==> config.mk <==
export PLATFORM = sky130hd
export DESIGN_NAME = piso_serializer
export DESIGN_NICKNAME = d
export VERILOG_FILES = /design/src/rtl/piso_serializer.sv
export SDC_FILE = /design/constraint.sdc
export NUM_CORES = 1
export LEC_CHECK = 0
export CORE_MARGIN = 10
export CORE_UTILIZATION = 40
export DETAILED_ROUTE_END_ITERATION = 8
export GPL_ROUTABILITY_DRIVEN = 1
export SYNTH_ARGS = -nofsm -noshare
export SYNTH_HDL_FRONTEND = slang
export SYNTH_SLANG_ARGS = --single-unit
==> constraint.sdc <==
create_clock -name clk -period 2.8 [get_ports clk]
set_clock_uncertainty 0.05 [all_clocks]
set_input_delay 0.56 -clock clk [delete_from_list [all_inputs] [get_ports clk]]
set_output_delay 0.56 -clock clk [all_outputs]
set_load 0.01 [all_outputs]
==> src/rtl/piso_serializer.sv <==
// Parallel-in serial-out transmitter with a one-word holding buffer.
// Words are accepted over a load/ready handshake and sent one bit per enabled clock.
// A word waiting in the buffer starts right after the last bit of the current word.
module piso_serializer #(
  parameter int unsigned WIDTH      = 4,
  parameter bit          LSB_FIRST  = 1'b1,
  parameter bit          IDLE_LEVEL = 1'b0
) (
  input  logic             clk,
  input  logic             rst,
  input  logic [WIDTH-1:0] din,
  input  logic             load,
  output logic             ready,
  input  logic             en,
  output logic             ser_out,
  output logic             ser_valid,
  output logic             last,
  output logic             busy
);

  localparam int unsigned CntW = $clog2(WIDTH);
  localparam logic [CntW-1:0] CntLast = CntW'(WIDTH - 1);

  typedef enum logic [0:0] {StIdle, StShift} state_e;

  state_e           state_q, state_d;
  logic [WIDTH-1:0] sr_q, sr_d;
  logic [CntW-1:0]  cnt_q, cnt_d;
  logic [WIDTH-1:0] buf_q, buf_d;
  logic             buf_full_q, buf_full_d;

  logic             accept;
  logic             word_end;
  logic [WIDTH-1:0] sr_shifted;

  // Outputs decoded from state; ready is gated by rst so it is low while reset is held.
  always_comb begin
    ready     = rst && ((state_q == StIdle) || !buf_full_q);
    ser_valid = (state_q == StShift) && en;
    last      = ser_valid && (cnt_q == CntLast);
    busy      = (state_q == StShift) || buf_full_q;
    if (state_q == StShift) begin
      ser_out = LSB_FIRST ? sr_q[0] : sr_q[WIDTH-1];
    end else begin
      ser_out = IDLE_LEVEL;
    end
  end

  // Next-state: shift on enable, refill the shift register at word end without a gap.
  always_comb begin
    state_d    = state_q;
    sr_d       = sr_q;
    cnt_d      = cnt_q;
    buf_d      = buf_q;
    buf_full_d = buf_full_q;
    accept     = load && ready;
    word_end   = (state_q == StShift) && en && (cnt_q == CntLast);
    sr_shifted = LSB_FIRST ? {1'b0, sr_q[WIDTH-1:1]} : {sr_q[WIDTH-2:0], 1'b0};

    unique case (state_q)
      StIdle: begin
        if (accept) begin
          sr_d    = din;
          cnt_d   = '0;
          state_d = StShift;
        end
      end
      StShift: begin
        if (en) begin
          sr_d  = sr_shifted;
          cnt_d = cnt_q + CntW'(1);
        end
        if (word_end) begin
          cnt_d = '0;
          if (buf_full_q) begin
            // ready is low here, so no new word can arrive on this edge.
            sr_d       = buf_q;
            buf_full_d = 1'b0;
          end else if (accept) begin
            sr_d = din;
          end else begin
            state_d = StIdle;
          end
        end else if (accept) begin
          buf_d      = din;
          buf_full_d = 1'b1;
        end
      end
      default: state_d = StIdle;
    endcase
  end

  // State registers; reset discards any word in flight or buffered.
  always_ff @(posedge clk or negedge rst) begin
    if (!rst) begin
      state_q    <= StIdle;
      sr_q       <= '0;
      cnt_q      <= '0;
      buf_q      <= '0;
      buf_full_q <= 1'b0;
    end else begin
      state_q    <= state_d;
      sr_q       <= sr_d;
      cnt_q      <= cnt_d;
      buf_q      <= buf_d;
      buf_full_q <= buf_full_d;
    end
  end

endmodule

* Word-level counts from Yosys, hierarchy flattened *
Cells that the tools add are included.

cells by class
  bitwise gates (word level) = 2
  add/subtract/negate cells = 1
  eq/ne operators = 3
  reductions and logical operators = 11
  muxes and demuxes = 17

operators with widths
  kind                 number
  $mux 4               5
  $pmux 4 s2           1
  $mux 1               6
  $mux 2               3
  $logic_and 1x1->1    4
  $pmux 2 s2           1
  $reduce_and 2->1     2
  $ne 3x3->1 const B   1
  $reduce_and 3->1     1
  $add 2x1->2 const B  1
  $eq 2x2->1 const B   1
  $logic_or 1x1->1     2
  $ne 2x2->1 const B   1
  $not 1->1            2
  $pmux 1 s2           1
  $reduce_bool 2->1    1
  $logic_not 1->1      1

storage, ports and cells
  word-level logic and storage cells = 39
  bits of input ports = 8
  register bits after elaboration = 12

* Depth between registers and ports, before layout *
Gate-level depths: netlist of run 1.

  depth after elaboration = 8
  gate-level depth with buffers = 5

* Least setup slack after synthesis of run 1 *
Ideal clock, no wire load.

  kind = reg2out
  start = reg state_q
  end = out busy
  required time = 2.190 ns
  path buffers = 2
  arrival time = 0.994 ns
  setup slack = 1.196 ns
  cell stages (with the launch flop) = 4
  cells stage by stage = dfrtp_1 buf_2 buf_2 or2_1

on the way
  longest elaborated chain between the ends = 1

RTL lines
  element                   line  source
  start: declaration        26    state_e state_q, state_d;
  start signal: assignment  96    state_q <= StIdle;
  start signal: assignment  102   state_q <= state_d;
  $logic_or 1x1->1          41    busy = (state_q == StShift) || buf_full_q;
  end: declaration          18    output logic busy

No other way between the ends.

* Worst setup path after layout of run 1 *
  start = in en
  end = out last

on the way
  longest elaborated chain between the ends = 2

RTL lines
  element             line  source
  start: declaration  14    input logic en,
  $logic_and 1x1->1   39    ser_valid = (state_q == StShift) && en;
  $logic_and 1x1->1   40    last = ser_valid && (cnt_q == CntLast);
  end: declaration    17    output logic last,

No other way between the ends.

==> metrics, run 1 <==
status complete, no violations; TritonCTS clock tree built; Port Buffer Count 12; post-synthesis compound-gate area fraction between 20% and 30%; total clock buffers created by CTS 3; Hold Path Sink buf_q[2]; critical path class in2out; Synth Area in XOR/XNOR 0%; crit end category output pin; initial drt markers 17; Worst Hold Path Cells 1; Syn Inst Count 83; main combinational cell family by area after synthesis compound AO/OA/AOI/OAI gates; die span in y 64.1 um; reg2reg setup slack between 1 and 1.5 ns; Yosys top cell by area dfrtp_1; initial core utilization between 40% and 50%; row count 15; Final period util approximately 90%; layout cell share with drive strength beyond 1 a little under a fifth; P per Cell Area slightly above 900 mW/mm^2; Residual DRC 0; number of H-tree levels 1; Fmax between 0.3 and 0.4 GHz; area growth from synthesis to layout 22.7%; Syn Nets 92; cts repair resizes 0; Hold-fix buffers, CTS 0; Synth area leaders dfrtp_1 (39%), mux2_4 (7.7%), nand2_1 (4.3%); crit path DAT 1.91 ns; r2r startpoint cnt_q[0]; hpwl dp between 1000 and 1500 um; nets@finish around 110; CP peak stage delay roughly 0.54 ns; pin count of the biggest net entering global routing 18; largest fanout on the critical path 3; DRT Wirelength 1790 um; Max Slew Vio Count 0; share of the synthesized area in the top cell type 38.6%; remaining global-route overflow 0; Slew headroom about 70%; post-synthesis mux area share about an eighth; antenna violations before repair 0; # diodes 0; Critical Path, Cell by Cell clkdlybuf4s50_1 > and2_1 > nand2_1 > inv_2 > clkdlybuf4s50_1; Max-Cap Viols 0; minimum clock period 2.52 ns; # fillers 170; Max VDD drop approximately 440 uV; RSZ-0062 raised after global routing no; Hold Path Origin buf_q[2]; Buf+Inv Stages, Crit Path 3; EDFF count, synth 0; CTS Root Cell clkbuf_4; Detail Route Antenna Nets 0; Post-synth ARST share between 90% and 100%; Worst-Margin Slew 0.453 ns; Crit path max-delay family buffers and inverters; simple-gate share of the synthesized area roughly 19%; worst skew pair latency around 0.27 ns; Clk pin slew, worst setup/hold paths 0.08 ns; Worst setup SP type input pin; I/O pins 13; Synth cell types 31; total setup buffers inserted after CTS 0; drt pass-1 iters 4; mapped cell area between 700 and 800 sq um; CP max stage cell clkdlybuf4s50_1; register area share after synthesis between 30% and 40%; top-count cell post-synth dfrtp_1; FF-to-FF path depth 4; WP data required about 2.2 ns; total global-route track usage under 10%; flops & latches, synth 12; Fin Hold WS around 0.46 ns; die width around 64 um; Core Region about 0.0018 sq mm; final hold violations 0; clock sinks 12; Hold Path Class reg2reg; Total Neg Setup Slack 0 ns; global-route wire length before repair between 2000 and 3000 um; wire per inst roughly 15 um; GP Congestion between 0.8 and 0.9; ys flop type dfrtp_1; Post-synth top cells dfrtp_1 (12), nand2_1 (9), nor2_1 (7), o21ai_1 (6), a21oi_1 (5); yosys warns 0; most frequent CP cell clkdlybuf4s50_1; CTS Buffer Depth 2; final setup violation count 0; vias in the first global route ~610; adder-cell share of the synthesized area under 10%; Vias around 650; P_leak between 0.0004 and 0.0005 uW; Mean Syn Cell Area roughly 9.4 sq um; vias per cell between 5 and 6; RR Endpoint buf_q[3]; die footprint 0.00411 sq mm
==> cell type report <==
cell class / instances / area [sq um] / share of cell area, %
multi-input combinational: 63 / 433 / 45.3
sequential: 12 / 300 / 31.5
timing repair buffer: 15 / 143 / 14.9
clock buffer: 4 / 36.3 / 3.80
tap: 25 / 31.3 / 3.28
inverter: 3 / 11.3 / 1.18
==> logic make-up (layout without fill, tap and decap cells) <==
| family | count (synthesis) | count (layout) |
|---|---|---|
| multiplexers | 8 | 8 |
| adder cells (fa/ha/maj) | 1 | 1 |
| AND/OR/NAND/NOR | 28 | 28 |
| buffers and inverters | 8 | 22 |
| flip-flops | 12 | 12 |
| AO/OA/AOI/OAI | 26 | 26 |
==> power by group <==
part | total [uW] | leakage [uW] | switching (uW) | internal (uW)
registers | 342 | 0.000140 | 88.0 | 254
logic | 393 | 0.000264 | 171 | 222
clock network | 142 | 0.0000210 | 62.8 | 79.1
==> layer usage <==
metal / track usage (%) / share of wire [%]
met5: 0 / 0
met4: 4.01 / 0.73
met3: 2.61 / 5.3
met2: 12.9 / 46
met1: 11.6 / 48
==> state kept, by name, indices dropped and copies added (netlist names) <==
name        count
state_q         1
buf_full_q      1
buf_q           4
sr_q            4
cnt_q           2
==> layout by cell type, fill, tap and decap left out, types with 3 or more instances in the layout <==
master            n
a21oi_1           5
nand3_1           3
mux2i_1           3
dfrtp_1          12
clkbuf_4          3
clkdlybuf4s50_1  12
o21ai_1           6
nor2_1            7
nand2_1           9
buf_4             3
mux2_4            4
and2_1            3
==> metrics by stage <==
step | worst slack, ns | power, uW | instance area, sq um | util [%] | std cells
finish | 0.280 | 877 | 955 | 53.5 | 122
global route | 0.201 | 953 | 955 | 53.5 | 122
CTS | 0.263 | 883 | 955 | 53.5 | 122
detailed placement | 0.278 | 740 | 918 | 51.5 | 118
global placement | 0.278 | 732 | 918 | 51.5 | 118
floorplan | 1.20 | 618 | 778 | - | 83
==> worst max-delay path by stage <==
stage / slack [ns] / start / cells after the start / end
6_report: 0.28 / en / 5 / last
2_1_floorplan: 1.20 / state_q / 3 / busy
4_1_cts: 0.26 / en / 5 / last
5_1_grt: 0.20 / en / 5 / last
3_5_place_dp: 0.28 / en / 5 / last
3_3_place_gp: 0.28 / en / 5 / last
==> worst reg2reg max path, cell delays in order (launching register included) <==
cell      delay (ns)
dfrtp_1         0.41
ha_1            0.30
nand2_2         0.14
nand4b_4        0.16
mux2_4          0.34
(Power assumes the default switching activity.)
==> run 2: changes to the inputs <==
Settings changed: GPL_TIMING_DRIVEN set to 0, SETUP_SLACK_MARGIN set to 0.3.
==> metrics, run 2 (synthesized netlist as in run 1, its figures left out) <==
WL met2 844 um (was 818 um); nets@finish 109 (was 107); total global-route track usage 9.78% (was 8.85%); RSZ-0062 raised after global routing no (unchanged); Detail Route Antenna Nets 0 (unchanged); Worst-Margin Slew 0.391 ns (was 0.453 ns); vias in the first global route 685 (was 614); Fmax 0.417 GHz (was 0.397 GHz); Slew headroom 73.9% (was 69.8%); DRT Wirelength 1810 um (was 1790 um); crit end category output pin (unchanged); CTS Buffer Depth 2 (unchanged); TritonCTS clock tree built (unchanged); worst skew pair latency 0.28 ns (was 0.27 ns); most common cell after layout, fill and taps aside dfrtp_1; number of H-tree levels 1 (unchanged); commonest cells after routing, fill and taps aside dfrtp_1 (12), clkdlybuf4s50_1 (10), nand2_1 (9), nor2_1 (7), o21ai_1 (6) (was dfrtp_1 (12), clkdlybuf4s50_1 (12), nand2_1 (9), nor2_1 (7), o21ai_1 (6)); Residual DRC 0 (unchanged); antenna violations before repair 0 (unchanged); clock sinks 12 (unchanged); combinational fraction of design power 49.9% (was 44.8%); hpwl dp 1330 um (was 1300 um); critical path class reg2out (was in2out); Final Total Pwr 852 uW (was 877 uW); global-route wire length before repair 3280 um (was 2980 um); Clk pin slew, worst setup/hold paths 0.08 ns (about the same); Fin Hold WS 0.141 ns (was 0.462 ns); sequential power share 37.6% (was 39.0%); die width 64.1 um (unchanged); top sig layer met4 (unchanged); Worst setup SP type flip-flop (was input pin); Hold Path Class in2async (was reg2reg); crit path DAT 1.79 ns (was 1.91 ns); Core Region 0.00178 sq mm (unchanged); # fillers 174 (was 170); P_leak 0.000425 uW (about the same); WP data required 2.19 ns (about the same); sw frac 37.2% (was 36.7%); largest fanout on the critical path 10 (was 3); cts repair resizes 2 (was 0); Net Sw Power 317 uW (was 322 uW); total setup buffers inserted after CTS 0 (unchanged); cell internal pwr 535 uW (was 555 uW); GP Congestion 0.771 (was 0.805); wire per inst 14.7 um (about the same); Max-Cap Viols 0 (unchanged); total clock buffers created by CTS 3 (unchanged); Top Registers buf_q (4), sr_q (4), cnt_q (2) (unchanged); die span in y 64.1 um (unchanged); FF-to-FF path depth 4 (unchanged); final setup violation count 0 (unchanged); Total Neg Setup Slack 0 ns (unchanged); Max VDD drop 394 uV (was 436 uV); die footprint 0.00411 sq mm (unchanged); drt pass-1 iters 4 (unchanged); vias per cell 5.46 (was 5.34); Max Slew Vio Count 0 (unchanged); area growth from synthesis to layout 22.0% (was 22.7%); Final Cell Area 950 sq um (was 955 sq um); minimum clock period 2.40 ns (was 2.52 ns); met1 wire length 820 um (was 863 um); Clk pwr share 12.6% (was 16.2%); placed insts 120 (was 118); initial drt markers 22 (was 17); Final period util 85.6% (was 90.0%); Port Buffer Count 12 (unchanged); initial core utilization 43.6% (unchanged); status complete, no violations (unchanged); final hold violations 0 (unchanged); routed length on met3 134 um (was 94 um); P per Cell Area 897 mW/mm^2 (was 918 mW/mm^2); Vias 672 (was 651); # diodes 0 (unchanged); row count 15 (unchanged); Hold-fix buffers, CTS 0 (unchanged); area post-placement 930 sq um (was 918 sq um); pin count of the biggest net entering global routing 19 (was 18); CTS Root Cell clkbuf_4 (unchanged); remaining global-route overflow 0 (unchanged); layout cell share with drive strength beyond 1 22.4% (was 18.6%); final std cells w/o fill 123 (was 122); I/O pins 13 (unchanged)
## run 2: power groups by stage
stage                     logic [uW]  clock network (uW)  registers (uW)
after floorplan                  314                   0             304
after global placement           416                   0             320
after detailed placement         421                   0             322
after CTS                        423                 111             318
after global routing             480                 122             332
final                            425                 107             320
## run 2: routing by layer
layer,GRT usage (%),up-vias
li1,-,330
met1,11.7,320
met2,15.9,20
met3,4.01,2
met4,2.41,0
met5,0,-
## run 2: stage by stage
step,setup WS [ns],utilization [%]
2_1_floorplan,1.20,-
3_3_place_gp,-0.160,52.1
3_5_place_dp,-0.160,52.1
4_1_cts,0.117,53.3
5_1_grt,0.291,53.3
6_report,0.402,53.3
## run 2: area by class of cell
cell class                      instances  area (sq um)  share of cell area, %
Buffer                                  5          38.8                   4.08
Multi-Input combinational cell         63           435                   45.8
Timing Repair Buffer                   12           110                   11.6
Tap cell                               25          31.3                   3.29
Clock buffer                            3          22.5                   2.37
Sequential cell                        12           300                   31.6
Inverter                                3          11.3                   1.19
## run 2: path summary, 6_finish.rpt
check                                end  startpoint  slack [ns]
worst max-delay path                busy     state_q        0.40
worst min-delay path             sr_q[1]         rst        0.14
worst max register to register  buf_q[2]    cnt_q[0]        1.35
worst min register to register  buf_q[2]    buf_q[2]        0.46
max in group asynchronous       buf_q[2]         rst        2.28
min in group clk                buf_q[2]    buf_q[2]        0.46
## run 2: critical path, stage by stage (launching register included)
cell             delay, ns
dfrtp_1               0.42
clkbuf_4              0.20
buf_4                 0.19
or2_1                 0.22
clkdlybuf4s50_1       0.48
